<file path="src/rtl/ladder_swap_seq.sv">
// rtl/ladder_swap_seq.sv - X25519 Montgomery ladder conditional-swap sequencer
//
// Latches (and optionally clamps) the scalar, walks bit indices TOP down to 0,
// and for each bit drives one swap/swap_en transaction into the swap stage,
// waits for its swap_vld, then launches one ladder step and waits for
// step_done. After bit 0 a final un-swap is issued, then done pulses.
//
// Ports:
//   clk        clock, all state on rising edge
//   rst        asynchronous active-high reset
//   start      1-cycle request to begin (ignored while busy)
//   scalar     scalar k, sampled when start is accepted
//   swap_vld   valid pulse from the swap stage
//   step_done  1-cycle pulse from the ladder-step datapath
//   swap       swap bit to the swap stage (stable until the next swap_en)
//   swap_en    1-cycle enable to the swap stage
//   step_start 1-cycle ladder-step launch
//   bitidx     current bit index
//   final_flag high while the final un-swap is in flight ("final" is a
//              reserved word, so the port carries a suffix)
//   busy       high from start acceptance until done
//   done       1-cycle completion pulse
//   proto_err  sticky flag for handshakes arriving in the wrong state

module ladder_swap_seq #(
    parameter int WID   = 256,
    parameter int TOP   = 254,
    parameter bit CLAMP = 1'b1
) (
    input  logic           clk,
    input  logic           rst,
    input  logic           start,
    input  logic [WID-1:0] scalar,
    input  logic           swap_vld,
    input  logic           step_done,
    output logic           swap,
    output logic           swap_en,
    output logic           step_start,
    output logic [7:0]     bitidx,
    output logic           final_flag,
    output logic           busy,
    output logic           done,
    output logic           proto_err
);

    typedef enum logic [2:0] {
        S_IDLE, S_ISSUE, S_WAITSW, S_STEP, S_WAITST, S_FIN, S_FWAIT, S_DONE
    } state_t;

    state_t         state, state_n;
    logic [WID-1:0] kreg, kreg_n;
    logic [WID-1:0] scalar_c;
    logic           swapacc, swapacc_n;
    logic           kbit;
    logic           swap_n, swap_en_n, step_start_n, final_n;
    logic           busy_n, done_n, perr_n;
    logic [7:0]     bitidx_n;

    // X25519 clamping: clear the cofactor bits, force the top bit pattern.
    always_comb begin
        scalar_c = scalar;
        if (CLAMP) begin
            scalar_c[2:0]     = 3'b000;
            scalar_c[WID-1]   = 1'b0;
            scalar_c[WID-2]   = 1'b1;
        end
    end

    assign kbit = kreg[bitidx];

    // swap, swap_en, step_start and done are all registered: the new swap
    // value and its enable leave the block on the same cycle (the first
    // cycle of WAITSW/FWAIT), so the swap stage never samples a stale bit.
    always_comb begin
        state_n      = state;
        kreg_n       = kreg;
        swapacc_n    = swapacc;
        swap_n       = swap;
        swap_en_n    = 1'b0;
        step_start_n = 1'b0;
        bitidx_n     = bitidx;
        final_n      = final_flag;
        busy_n       = busy;
        done_n       = 1'b0;
        perr_n       = proto_err;

        if (swap_vld && !(state == S_WAITSW || state == S_FWAIT)) begin
            perr_n = 1'b1;
        end
        if (step_done && state != S_WAITST) begin
            perr_n = 1'b1;
        end

        case (state)
            S_IDLE: begin
                if (start) begin
                    kreg_n    = scalar_c;
                    swapacc_n = 1'b0;
                    bitidx_n  = 8'(TOP);
                    busy_n    = 1'b1;
                    state_n   = S_ISSUE;
                end
            end
            S_ISSUE: begin
                // Swap only when this bit differs from the previous one.
                swap_n    = swapacc ^ kbit;
                swapacc_n = kbit;
                swap_en_n = 1'b1;
                state_n   = S_WAITSW;
            end
            S_WAITSW: begin
                if (swap_vld) begin
                    state_n = S_STEP;
                end
            end
            S_STEP: begin
                step_start_n = 1'b1;
                state_n      = S_WAITST;
            end
            S_WAITST: begin
                if (step_done) begin
                    if (bitidx == 8'd0) begin
                        state_n = S_FIN;
                    end else begin
                        bitidx_n = bitidx - 8'd1;
                        state_n  = S_ISSUE;
                    end
                end
            end
            S_FIN: begin
                // Undo whatever swap is still pending from bit 0.
                swap_n    = swapacc;
                final_n   = 1'b1;
                swap_en_n = 1'b1;
                state_n   = S_FWAIT;
            end
            S_FWAIT: begin
                if (swap_vld) begin
                    final_n = 1'b0;
                    done_n  = 1'b1;
                    state_n = S_DONE;
                end
            end
            S_DONE: begin
                busy_n  = 1'b0;
                state_n = S_IDLE;
            end
            default: begin
                state_n = S_IDLE;
            end
        endcase
    end

    always_ff @(posedge clk or posedge rst) begin
        if (rst) begin
            state      <= S_IDLE;
            kreg       <= '0;
            swapacc    <= 1'b0;
            swap       <= 1'b0;
            swap_en    <= 1'b0;
            step_start <= 1'b0;
            bitidx     <= 8'd0;
            final_flag <= 1'b0;
            busy       <= 1'b0;
            done       <= 1'b0;
            proto_err  <= 1'b0;
        end else begin
            state      <= state_n;
            kreg       <= kreg_n;
            swapacc    <= swapacc_n;
            swap       <= swap_n;
            swap_en    <= swap_en_n;
            step_start <= step_start_n;
            bitidx     <= bitidx_n;
            final_flag <= final_n;
            busy       <= busy_n;
            done       <= done_n;
            proto_err  <= perr_n;
        end
    end

endmodule

</file>
<file path="config.mk">
export PLATFORM = sky130hd
export DESIGN_NAME = ladder_swap_seq
export DESIGN_NICKNAME = d
export VERILOG_FILES = /design/src/rtl/ladder_swap_seq.sv
export SDC_FILE = /design/constraint.sdc
export NUM_CORES = 1
export LEC_CHECK = 0
export CORE_ASPECT_RATIO = 2
export CORE_MARGIN = 3
export CORE_UTILIZATION = 25
export CTS_CLUSTER_SIZE = 25
export DETAILED_ROUTE_END_ITERATION = 8
export PLACE_DENSITY = 0.43
export RECOVER_POWER = 25
export SYNTH_ARGS = -nofsm -noshare
export SYNTH_HDL_FRONTEND = slang
export SYNTH_SLANG_ARGS = --single-unit
</file>
<file path="constraint.sdc">
create_clock -name clk -period 17.21 [get_ports clk]
set_input_delay 3.442 -clock clk [delete_from_list [all_inputs] [get_ports clk]]
set_output_delay 3.442 -clock clk [all_outputs]
set_load 0.02 [all_outputs]
</file>
Yosys cells after proc, flatten, opt, wreduce, memory -nomap -nowiden
Index checks and enable logic that the tools add are counted.
- output and inout port bits: 15
- bits in registers: 271
- multiplexer cells: 25
- order comparisons: 1
- $add $sub $neg: 1
- bitwise operators: 1
- eq/ne operators: 13
- reductions and logical operators: 19
- operator list (kind ; count):
    2-to-1 mux 8 bit ; 3
    one-hot mux 3 bit (8 select lines) ; 1
    one-hot mux 8 bit (2 select lines) ; 1
    2-to-1 mux 3 bit ; 5
    == test 3 bit (second input constant) ; 4
    nonzero test 2 bit ; 6
    2-to-1 mux 1 bit ; 10
    != test 2 bit (second input constant) ; 5
    < comparator 8 x 9 -> 1 bit (second input constant) ; 1
    binary-select mux 1 bit (select 8 bit) ; 1
    zero test 8 bit ; 1
    one-hot mux 1 bit (2 select lines) ; 4
    AND reduction 2 bit ; 4
    AND reduction 4 bit ; 2
    subtractor 8 x 1 -> 8 bit (second input constant) ; 1
    == test 3 x 2 -> 1 bit (second input constant) ; 2
    == test 3 x 1 -> 1 bit (second input constant) ; 1
    zero test 3 bit ; 1
    != test 3 bit (second input constant) ; 1
    logical AND 1 bit ; 2
    OR reduction 2 bit ; 1
    zero test 1 bit ; 1
    logical OR 1 bit ; 1
    XOR 1 bit ; 1

Depth between registers and ports, before layout
Gate-level depths: netlist of the first run.
- word-level depth: 6
- depth in mapped cells: 13
- depth with buffers taken out: 9

Worst setup path after synthesis of the first run
OpenSTA, ideal clock, no wires.
- path type: input -> register
- start point: input start
- end point: register bitidx[5]
- setup time: 0.134 ns
- stages: 8
- arrival time: 4.662 ns
- slack: 12.414 ns
- path through: nor2b_1 -> and2_1 -> clkbuf_1 -> a31o_2 -> nand2_1 -> nor4_1 -> xnor2_1 -> nand2_1
- word-level cells in the longest chain between the ends: 2
- RTL lines (item ; RTL line ; source):
    start: declaration ; 32 ; input logic start,
    != test 2 bit (no line) ; n/a ;
    AND reduction 4 bit (no line) ; n/a ;
    end signal: assignment ; 174 ; bitidx <= bitidx_n;
    end: declaration ; 39 ; output logic [7:0] bitidx,
No other way between the ends.
A chain may end at the register's enable or synchronous reset.

==> results by group, run 1 <==
Run status
  • Outcome: finished with violations
  • Failing checks: max-capacitance violations, max-slew violations

Setup path
  • CP Launch Type: input pin
  • Critical Path AT: 9.48 ns
  • Crit path required time: 17.67 ns
  • CP Capture Type: asynchronous set/reset pin
  • CP max FO: 80
  • Setup CP Type: in2async

Die
  • # rows: 116
  • IO Pins: 276
  • Starting density of the core: 25.3%
  • Die H: 324 microns
  • Core area: 50100 sq um
  • Die ar.: 53600 sq um
  • Die Wd: 165 microns

Run
  • Max_cap viols: 3

Clock tree
  • CTS tree: done
  • CTS buffer count: 28
  • Clock slew at reported path FFs: 0.07 ns
  • Clock sink count: 271
  • Max clock buf depth: 3
  • Setup repair bufs after CTS: 0
  • CTS-repair resized insts: 0
  • Root Driver: clkbuf_16
  • H-tree levels: 1
  • Hold-fix buffers at CTS: 0
  • Clk_lat worst skew: 0.57 ns

Yosys
  • Post-Syn Area: 12700 sq um
  • Syn Nets: 1654
  • Ys Warns: 0
  • Avg Inst Size Synth: 9.11 sq um
  • Register area share after synthesis: 53.5%
  • Main synth FF type: dfrtp_1
  • Yosys reg bits: 271
  • Yosys cell types: 59
  • Post-synth ARST share: 100%
  • EDFF count, synth: 0
  • Cells after Synth: 1391

Layout
  • Filler instances: 5249
  • Max FFs per register: 252
  • Register area: 6790 sq um
  • Area of the multi-input gates: 5440 sq um
  • Area Growth Syn to Fin: 33.3%
  • Final net count: 1880
  • Top flop regs: kreg x252, bitidx x8, state x3
  • Share of layout cells above drive strength 1: 6.41%
  • Non-Filler Instances: 2291
  • Reg with most FFs: kreg

Pwr
  • Peak VDD IR: 0.000103 V
  • Total Power: 2.74 mW
  • Switching Share: 36.1%
  • P_sw: 0.989 mW
  • Internal: 1.75 mW
  • Clock share of power: 24.2%
  • Comb power frac: 35.5%
  • Leak: 8.29 nW
  • P per Cell Area: 162 nW/um^2
  • Reg power frac: 40.2%

Global routing
  • Largest net degree at the start of global routing: 233
  • Gr usage total: 16.3%
  • Vias in the first global route: 11.2k
  • First-pass GRT wire length: 66500 microns
  • Grt total ovfl: 0
  • Initial antenna violation count: 6

STA
  • Max-slew headroom: -141%
  • Clk_skew: 0.0153 ns
  • Max Fclk: 111 MHz
  • Final Worst Setup Slack: 8.18 ns
  • Final Hold Viols: 0
  • Slew Limit Fails: 184
  • Final setup fails: 0
  • Period utilization: 52.4%
  • Final Critical Period: 9.03 ns
  • Setup TNS: 0 ns
  • Worst-margin pin slew: 3.60 ns
  • RSZ-0062 raised after global routing: false
  • WHS: 0.466 ns

Routing
  • DR vias: 10.2k
  • Final antenna-violating net count: 0
  • Drc violations: 0
  • Final wirelength: 43700 microns
  • Drt initial violations: 570
  • Vias per cell: 4.45
  • Drt wl/cell: 19.1 microns
  • DR pass1 iterations: 4

Placed design
  • Final HPWL DP: 30200 microns
  • Input/output buffers: 270
  • Pre-CTS setup slack: 10.84 ns
  • GP Congestion: 0.758
  • Placed Cells: 2236

Hold path
  • Hold Crit Class: reg2reg
-- power by group through the flow --
stage | registers, mW | logic (mW) | clock network (mW)
6_report | 1.10 | 0.973 | 0.663
5_1_grt | 1.14 | 1.11 | 0.710
4_1_cts | 1.11 | 1.01 | 0.688
3_5_place_dp | 1.12 | 1.00 | 0
3_3_place_gp | 1.10 | 0.994 | 0
2_1_floorplan | 1.04 | 0.722 | 0
-- path summary, 6_finish.rpt --
path / slack (ns) / depth (start not counted) / start / to
setup / recovery: 8.18 / 4 / rst / bitidx[2]$_DFFE_PP0P_
hold / removal: 0.47 / 2 / kreg[104]$_DFFE_PP0P_ / kreg[104]$_DFFE_PP0P_
setup reg to reg: 11.54 / 9 / bitidx[1]$_DFFE_PP0P_ / swap$_DFFE_PP0P_
hold reg to reg: 0.47 / 2 / kreg[104]$_DFFE_PP0P_ / kreg[104]$_DFFE_PP0P_
max in group clk: 10.89 / 6 / start / kreg[10]$_DFFE_PP0P_
min in group asynchronous: 4.39 / 2 / rst / kreg[226]$_DFFE_PP0P_
-- layer usage --
layer / up-vias / share of wire [%] / wire [microns] / global-route usage, %
met5: - / 0 / 0 / 0
met4: 0 / 3.1 / 1370 / 5.27
met3: 57 / 4.4 / 1920 / 1.97
met2: 247 / 55 / 24100 / 31.2
met1: 4946 / 37 / 16300 / 18.1
li1: 4944 / - / - / -
-- cell type report --
type | count | share of cell area (%)
multi-input combinational | 1025 | 32.2
clock inverter | 14 | 1.07
inverter | 9 | 0.208
sequential | 271 | 40.2
timing repair buffer | 282 | 16.6
clock buffer | 36 | 4.81
antenna | 5 | 0.0741
tap | 649 | 4.81
-- cell usage in the layout, fill, tap and decap left out, types with 3 or more instances in the layout --
cell             netlist  routed
xor2_1                 3       3
bufinv_16              0       4
nor2b_1                8       8
nand2_1              779     778
nor2_1                19      19
xnor2_1                5       5
a31oi_1                4       4
clkbuf_1              61       3
dlygate4sd3_1          0       4
o21ai_0                6       6
dfrtp_1              271     267
nor3_1                 6       6
nand3_1               13      13
and2_1                 5       4
nand4_1                6       6
dfrtp_4                0       3
or3_1                  3       3
nand2b_1               7       7
mux2_2                 3       3
clkinv_2               0       7
mux4_2                32      32
mux4_1                10      10
a21oi_1               13      13
clkbuf_8               0       6
a22oi_1               14      14
diode_2                0       5
buf_4                  9       9
clkbuf_16              0      29
clkdlybuf4s50_1        0     266
inv_1                  8       7
nand3b_1               3       3
mux2i_1               47      47
-- per-stage QoR --
stage | util (%) | cell area, sq um
floorplan | - | 12700
global placement | 31.7 | 15900
detailed placement | 31.7 | 15900
CTS | 33.7 | 16900
global route | 33.7 | 16900
finish | 33.7 | 16900
-- logic make-up after synthesis --
family,Yosys count,share of synthesized area [%]
and+or+nand+nor,862,26.8
DFF,271,53.5
buffers and inverters,95,3.60
muxes,93,11.9
AOI/OAI and AO/OA,60,3.44
xor gates and xnor gates,8,0.553
adders and majority gates,2,0.197
-- critical path, cell delays in order --
cell and delay (ns):
dlygate4sd3_1 0.54, clkinvlp_2 2.01, clkbuf_1 2.39, buf_4 0.99
-- synthesized netlist by cell type, types with 9 or more instances --
| master | instances | area [sq um] |
|---|---|---|
| a21oi_1 | 13 | 65.1 |
| a22oi_1 | 14 | 105 |
| buf_2 | 10 | 50.1 |
| buf_4 | 9 | 67.6 |
| clkbuf_1 | 61 | 229 |
| dfrtp_1 | 271 | 6780 |
| mux2i_1 | 47 | 470 |
| mux4_1 | 10 | 263 |
| mux4_2 | 32 | 721 |
| nand2_1 | 779 | 2920 |
| nand3_1 | 13 | 65.1 |
| nor2_1 | 19 | 71.3 |
(Power assumes the default switching activity.)
==> inputs of run 2 (changes only) <==
==> constraint.sdc (replaced) <==
create_clock -name clk -period 8.9 [get_ports clk]
set_input_delay 1.78 -clock clk [delete_from_list [all_inputs] [get_ports clk]]
set_output_delay 1.78 -clock clk [all_outputs]
set_load 0.02 [all_outputs]
==> run 2 against run 1 <==
The flow still finishes with violations (max-capacitance violations, max-slew violations). Sequential power up 95%. Routed wire length down 1.9%. Die area unchanged. Non-clock buffer count up 1. Combinational power up 90%. Sequential share of layout area about the same. Cell count about the same. Critical path depth down 1. Clock power up 87%. Critical path type unchanged. Highest routed layer is now met5.
==> results by group, run 2 (synthesis results as in run 1) <==
Clock tree
  • Max clock buf depth: 3 (unchanged)
  • Clk_lat worst skew: 0.56 ns (was 0.57 ns)
  • CTS tree: done (unchanged)
  • Root Driver: clkbuf_16 (unchanged)
  • CTS-repair resized insts: 0 (unchanged)
  • CTS buffer count: 28 (unchanged)
  • H-tree levels: 1 (unchanged)
  • Clock slew at reported path FFs: 0.06 ns (was 0.07 ns)
  • Clock sink count: 271 (unchanged)
  • Setup repair bufs after CTS: 0 (unchanged)
  • Hold-fix buffers at CTS: 0 (unchanged)

Global routing
  • Gr usage total: 15.9% (was 16.3%)
  • Initial antenna violation count: 7 (was 6)
  • Grt total ovfl: 0 (unchanged)
  • Largest net degree at the start of global routing: 193 (was 233)
  • First-pass GRT wire length: 65200 microns (was 66500 microns)
  • Vias in the first global route: 10.9k (was 11.2k)

STA
  • Slew Limit Fails: 57 (was 184)
  • Max Fclk: 180 MHz
  • Worst-margin pin slew: 3.15 ns (was 3.60 ns)
  • Clk_skew: 0.0107 ns (was 0.0153 ns)
  • Setup TNS: 0 ns (unchanged)
  • Final setup fails: 0 (unchanged)
  • Final Critical Period: 5.56 ns
  • RSZ-0062 raised after global routing: false (unchanged)
  • Period utilization: 62.5%
  • Max-slew headroom: -110% (was -141%)
  • Final Hold Viols: 0 (unchanged)

Setup path
  • Setup CP Type: in2async (unchanged)
  • Critical Path AT: 5.53 ns (was 9.48 ns)
  • Reg2reg setup slack: 5.20 ns (was 11.54 ns)
  • Worst-path cell chain: dlygate4sd3_1 > clkinvlp_2 > clkbuf_1 (was dlygate4sd3_1 > clkinvlp_2 > clkbuf_1 > buf_4)
  • CP max FO: 56 (was 80)
  • Slowest CP cell: clkbuf_1 (unchanged)
  • CP Capture Type: asynchronous set/reset pin (unchanged)
  • CP Launch Type: input pin (unchanged)
  • Peak per-stage delay on the critical path: 2.29 ns (was 2.39 ns)
  • Crit path required time: 8.87 ns (was 17.67 ns)

Routing
  • DR pass1 iterations: 5 (was 4)
  • Final antenna-violating net count: 0 (unchanged)
  • Vias per cell: 4.42 (was 4.45)
  • Drt wl/cell: 18.7 microns (was 19.1 microns)
  • DR vias: 10.1k (was 10.2k)
  • Drc violations: 0 (unchanged)
  • Final wirelength: 42900 microns (was 43700 microns)
  • Drt initial violations: 557 (was 570)

Die
  • # rows: 116 (unchanged)
  • Starting density of the core: 25.3% (unchanged)
  • Die Wd: 165 microns (unchanged)
  • Core area: 50100 sq um (unchanged)
  • IO Pins: 276 (unchanged)
  • Die H: 324 microns (unchanged)
  • Die ar.: 53600 sq um (unchanged)

Run status
  • Failing checks: max-capacitance violations, max-slew violations (unchanged)
  • Outcome: finished with violations (unchanged)

Layout
  • Most frequent cells in the layout: 778 x nand2_1, 267 x dfrtp_1, 266 x clkdlybuf4s50_1 (unchanged)
  • Most common cell after layout, fill and taps aside: nand2_1 (unchanged)
  • Filler instances: 5225 (was 5249)
  • Final Util: 33.7% (about the same)
  • Top flop regs: kreg x252, bitidx x8, state x3 (unchanged)
  • Max FFs per register: 252 (unchanged)
  • Final net count: 1881 (was 1880)
  • Non-Filler Instances: 2293 (was 2291)
  • Area Growth Syn to Fin: 33.3% (about the same)
  • Share of layout cells above drive strength 1: 6.52% (was 6.41%)
  • Reg with most FFs: kreg (unchanged)

Pwr
  • Peak VDD IR: 0.000157 V (was 0.000103 V)
  • Leak: 8.28 nW (was 8.29 nW)
  • P per Cell Area: 310 nW/um^2 (was 162 nW/um^2)

Run
  • Max_cap viols: 2 (was 3)

Placed design
  • Final HPWL DP: 29800 microns (was 30200 microns)
  • Placed Cells: 2237 (was 2236)
  • Input/output buffers: 270 (unchanged)
  • GP Congestion: 0.739 (was 0.758)

Hold path
  • Hold Crit Class: reg2reg (unchanged)
run 2: cell type report:
class | count | area (sq um) | share of cell area (%)
Inverter | 9 | 35.0 | 0.207
Multi-Input combinational cell | 1025 | 5440 | 32.2
Antenna cell | 4 | 10.0 | 0.0593
Sequential cell | 271 | 6790 | 40.2
Clock buffer | 39 | 813 | 4.81
Clock inverter | 13 | 153 | 0.904
Tap cell | 649 | 812 | 4.81
Timing Repair Buffer | 283 | 2830 | 16.8
run 2: worst paths after layout:
check	to	cells after the start	start
setup / recovery	kreg[45]$_DFFE_PP0P_	3	rst
min in group asynchronous	kreg[229]$_DFFE_PP0P_	2	rst
hold reg to reg	kreg[108]$_DFFE_PP0P_	2	kreg[108]$_DFFE_PP0P_
max in group clk	bitidx[1]	1	bitidx[1]$_DFFE_PP0P_
hold / removal	kreg[108]$_DFFE_PP0P_	2	kreg[108]$_DFFE_PP0P_
setup reg to reg	swap$_DFFE_PP0P_	9	bitidx[0]$_DFFE_PP0P_
run 2: power by group:
part	leakage, nW	internal [mW]	total [mW]	switching (mW)
Sequential	3.36	1.79	2.15	0.368
Combinational	4.46	0.829	1.85	1.02
Clock	0.462	0.725	1.24	0.517
Total	8.28	3.34	5.24	1.91
run 2: through the flow:
step / setup WS, ns / total power, mW / hold WS (ns) / cell area (sq um)
floorplan: 3.54 / 3.42 / 0.434 / 12700
global placement: 4.37 / 4.05 / 0.449 / 15900
detailed placement: 4.35 / 4.10 / 0.455 / 15900
CTS: 4.72 / 5.38 / 0.471 / 16900
global route: 2.48 / 5.67 / 0.487 / 16900
finish: 3.34 / 5.24 / 0.466 / 16900
run 2: routing by layer:
layer / GRT usage, % / vias up / share of wire, %
met4: 4.03 / 4 / 1.9
met1: 17.8 / 4928 / 38
met3: 2.31 / 47 / 4.5
li1: - / 4944 / -
met2: 30.5 / 220 / 56
met5: 0 / - / 0.056
run 2: critical path, delay by kind of cell:
family / cells / cell delay, ns
buf+inv: 3 / 3.69
==> edit (settings of run 1) <==
Put one more register stage on the output `final_flag`, cleared by the reset. The value now appears one clock later. The other outputs are not delayed to match.
--- a/src/rtl/ladder_swap_seq.sv
+++ b/src/rtl/ladder_swap_seq.sv
@@ -49,2 +49,4 @@
 
+    logic final_flag_s0;
+
     state_t         state, state_n;
@@ -81,3 +83,3 @@
         bitidx_n     = bitidx;
-        final_n      = final_flag;
+        final_n      = final_flag_s0;
         busy_n       = busy;
@@ -162,3 +164,3 @@
             bitidx     <= 8'd0;
-            final_flag <= 1'b0;
+            final_flag_s0 <= 1'b0;
             busy       <= 1'b0;
@@ -174,3 +176,3 @@
             bitidx     <= bitidx_n;
-            final_flag <= final_n;
+            final_flag_s0 <= final_n;
             busy       <= busy_n;
@@ -181,2 +183,10 @@
 
+    always_ff @(posedge clk or posedge rst) begin
+        if (rst) begin
+            final_flag <= '0;
+        end else begin
+            final_flag <= final_flag_s0;
+        end
+    end
+
 endmodule
Formal check against the unedited RTL: no difference found for any inputs over 10 cycles, from zero or initial values and one cycle with rst high; that may be too few to reach the edited logic, so the function may still have changed.
==> edit against run 1 <==
- the run still ends with max-capacitance violations, max-slew violations left
- first-iteration DRC count down 15%
- synthesized area is 1.5% lower
- power down 5.6%
- setup slack better by 1.2 ns
- design area down 1.3%
- count of clock-buffer cells in the layout is 10 higher
- sequential cell count up 1
- routed wire length down 2.4%
- critical path depth is 1 higher
- combinational power down 9.8%
- critical path type is now input port to register
- highest routed layer is now met5
==> edit: results (changes against run 1) <==
The reg-to-reg setup timing slack was 12.09 ns (+0.55 ns). The tools report the terminating pin of the worst hold path as final_flag. The logs give 63840 microns (-4.0%) for the global-route wire length before repair and 1958 microns (+2.1%) for the met3 wirelength from detailed routing. Max capacitance violation total: 3 (unchanged). The checks that failed: max-capacitance violations, max-slew violations. The logs give -265.0% (-120 points) for the relative slew slack and 241 (+31%) for the number of slew-limit violations in the final report. The total wire length after detailed routing is 42680 microns (-2.4%), and the largest stage delay on the critical path is 2.48 ns (+0.09 ns). The run gives 53 (-10%) as the count of different cell masters after synthesis.

The highest metal layer with signal wires was met5. The number of global-route vias before repair is 10606 (-5.5%). The run gives 8.010 nW (-3.3%) as the leakage component of the power.

The tools report the net switching component of the power as 0.9033 mW (-8.6%). The number of placed instances, taps included was 2200 (-1.6%). The per-cell routed wire length is 18.95 microns (-0.72%). Synthesized area divided by synthesized cell count: 9.170 sq um (+0.69%). The run finished, with violations left.

The tools report the launching instance or port of the critical path as start. The tools report the number of buffers inserted during clock tree synthesis as 29 (+3.6%). The met2 routing resource usage after global routing was 30.59% (-0.66 points); the weighted congestion reported at the end of routability-driven placement was 0.7501 (-1.1%). The detailed-route via count is 9931 (-2.6%), and the maximum vdd ir drop is 73.25 uV (-29%). The largest individual stage delay along the critical path comes from the cell sky130_fd_sc_hd__nand3_1. The tools report the post-DP HPWL as 29280 microns (-3.2%).
## edit: changes by cell type after synthesis, sizes merged, moves of 4 or more
cell and delta:
and2 -5, mux2i -30, nand2b -4, mux2 +4
clkbuf +6, mux4 +12, a22oi -13, nand2 +7
a31oi +4, buf -5
## edit: cell families after synthesis
logic type | after synthesis | share of synthesized area, %
buffers and inverters | 95 | 3.218
XOR/XNOR | 7 | 0.4912
AND/OR/NAND/NOR | 850 | 26.43
multiplexers | 79 | 11.95
flip-flops | 272 | 54.54
adder cells (fa/ha/maj) | 2 | 0.2005
AO/OA/AOI/OAI | 56 | 3.178
## edit: stage by stage
step / area [sq um] / power [mW] / hold slack [ns]
after CTS: 16700 / 2.643 / 0.3741
final: 16670 / 2.586 / 0.3722
after global routing: 16670 / 2.798 / 0.4060
after global placement: 15780 / 1.985 / 0.3652
after detailed placement: 15780 / 2.007 / 0.3597
after floorplan: 12480 / 1.676 / 0.3537
## edit: power by group through the flow
| stage | registers (mW) | logic [mW] | clock network, mW |
|---|---|---|---|
| 3_5_place_dp | 1.11 | 0.901 | 0 |
| 6_report | 1.09 | 0.878 | 0.618 |
| 5_1_grt | 1.13 | 1.00 | 0.668 |
| 2_1_floorplan | 1.04 | 0.636 | 0 |
| 3_3_place_gp | 1.09 | 0.893 | 0 |
| 4_1_cts | 1.09 | 0.908 | 0.642 |
## edit: area by class of cell
type                            instances  area (sq um)
Antenna cell                            1         2.502
Multi-Input combinational cell        994          5268
Clock buffer                           46         869.6
Fill cell                            5178         32540
Inverter                                8         31.28
Clock inverter                          5         50.05
Timing Repair Buffer                  283          2825
Sequential cell                       272          6815
Tap cell                              643         804.5
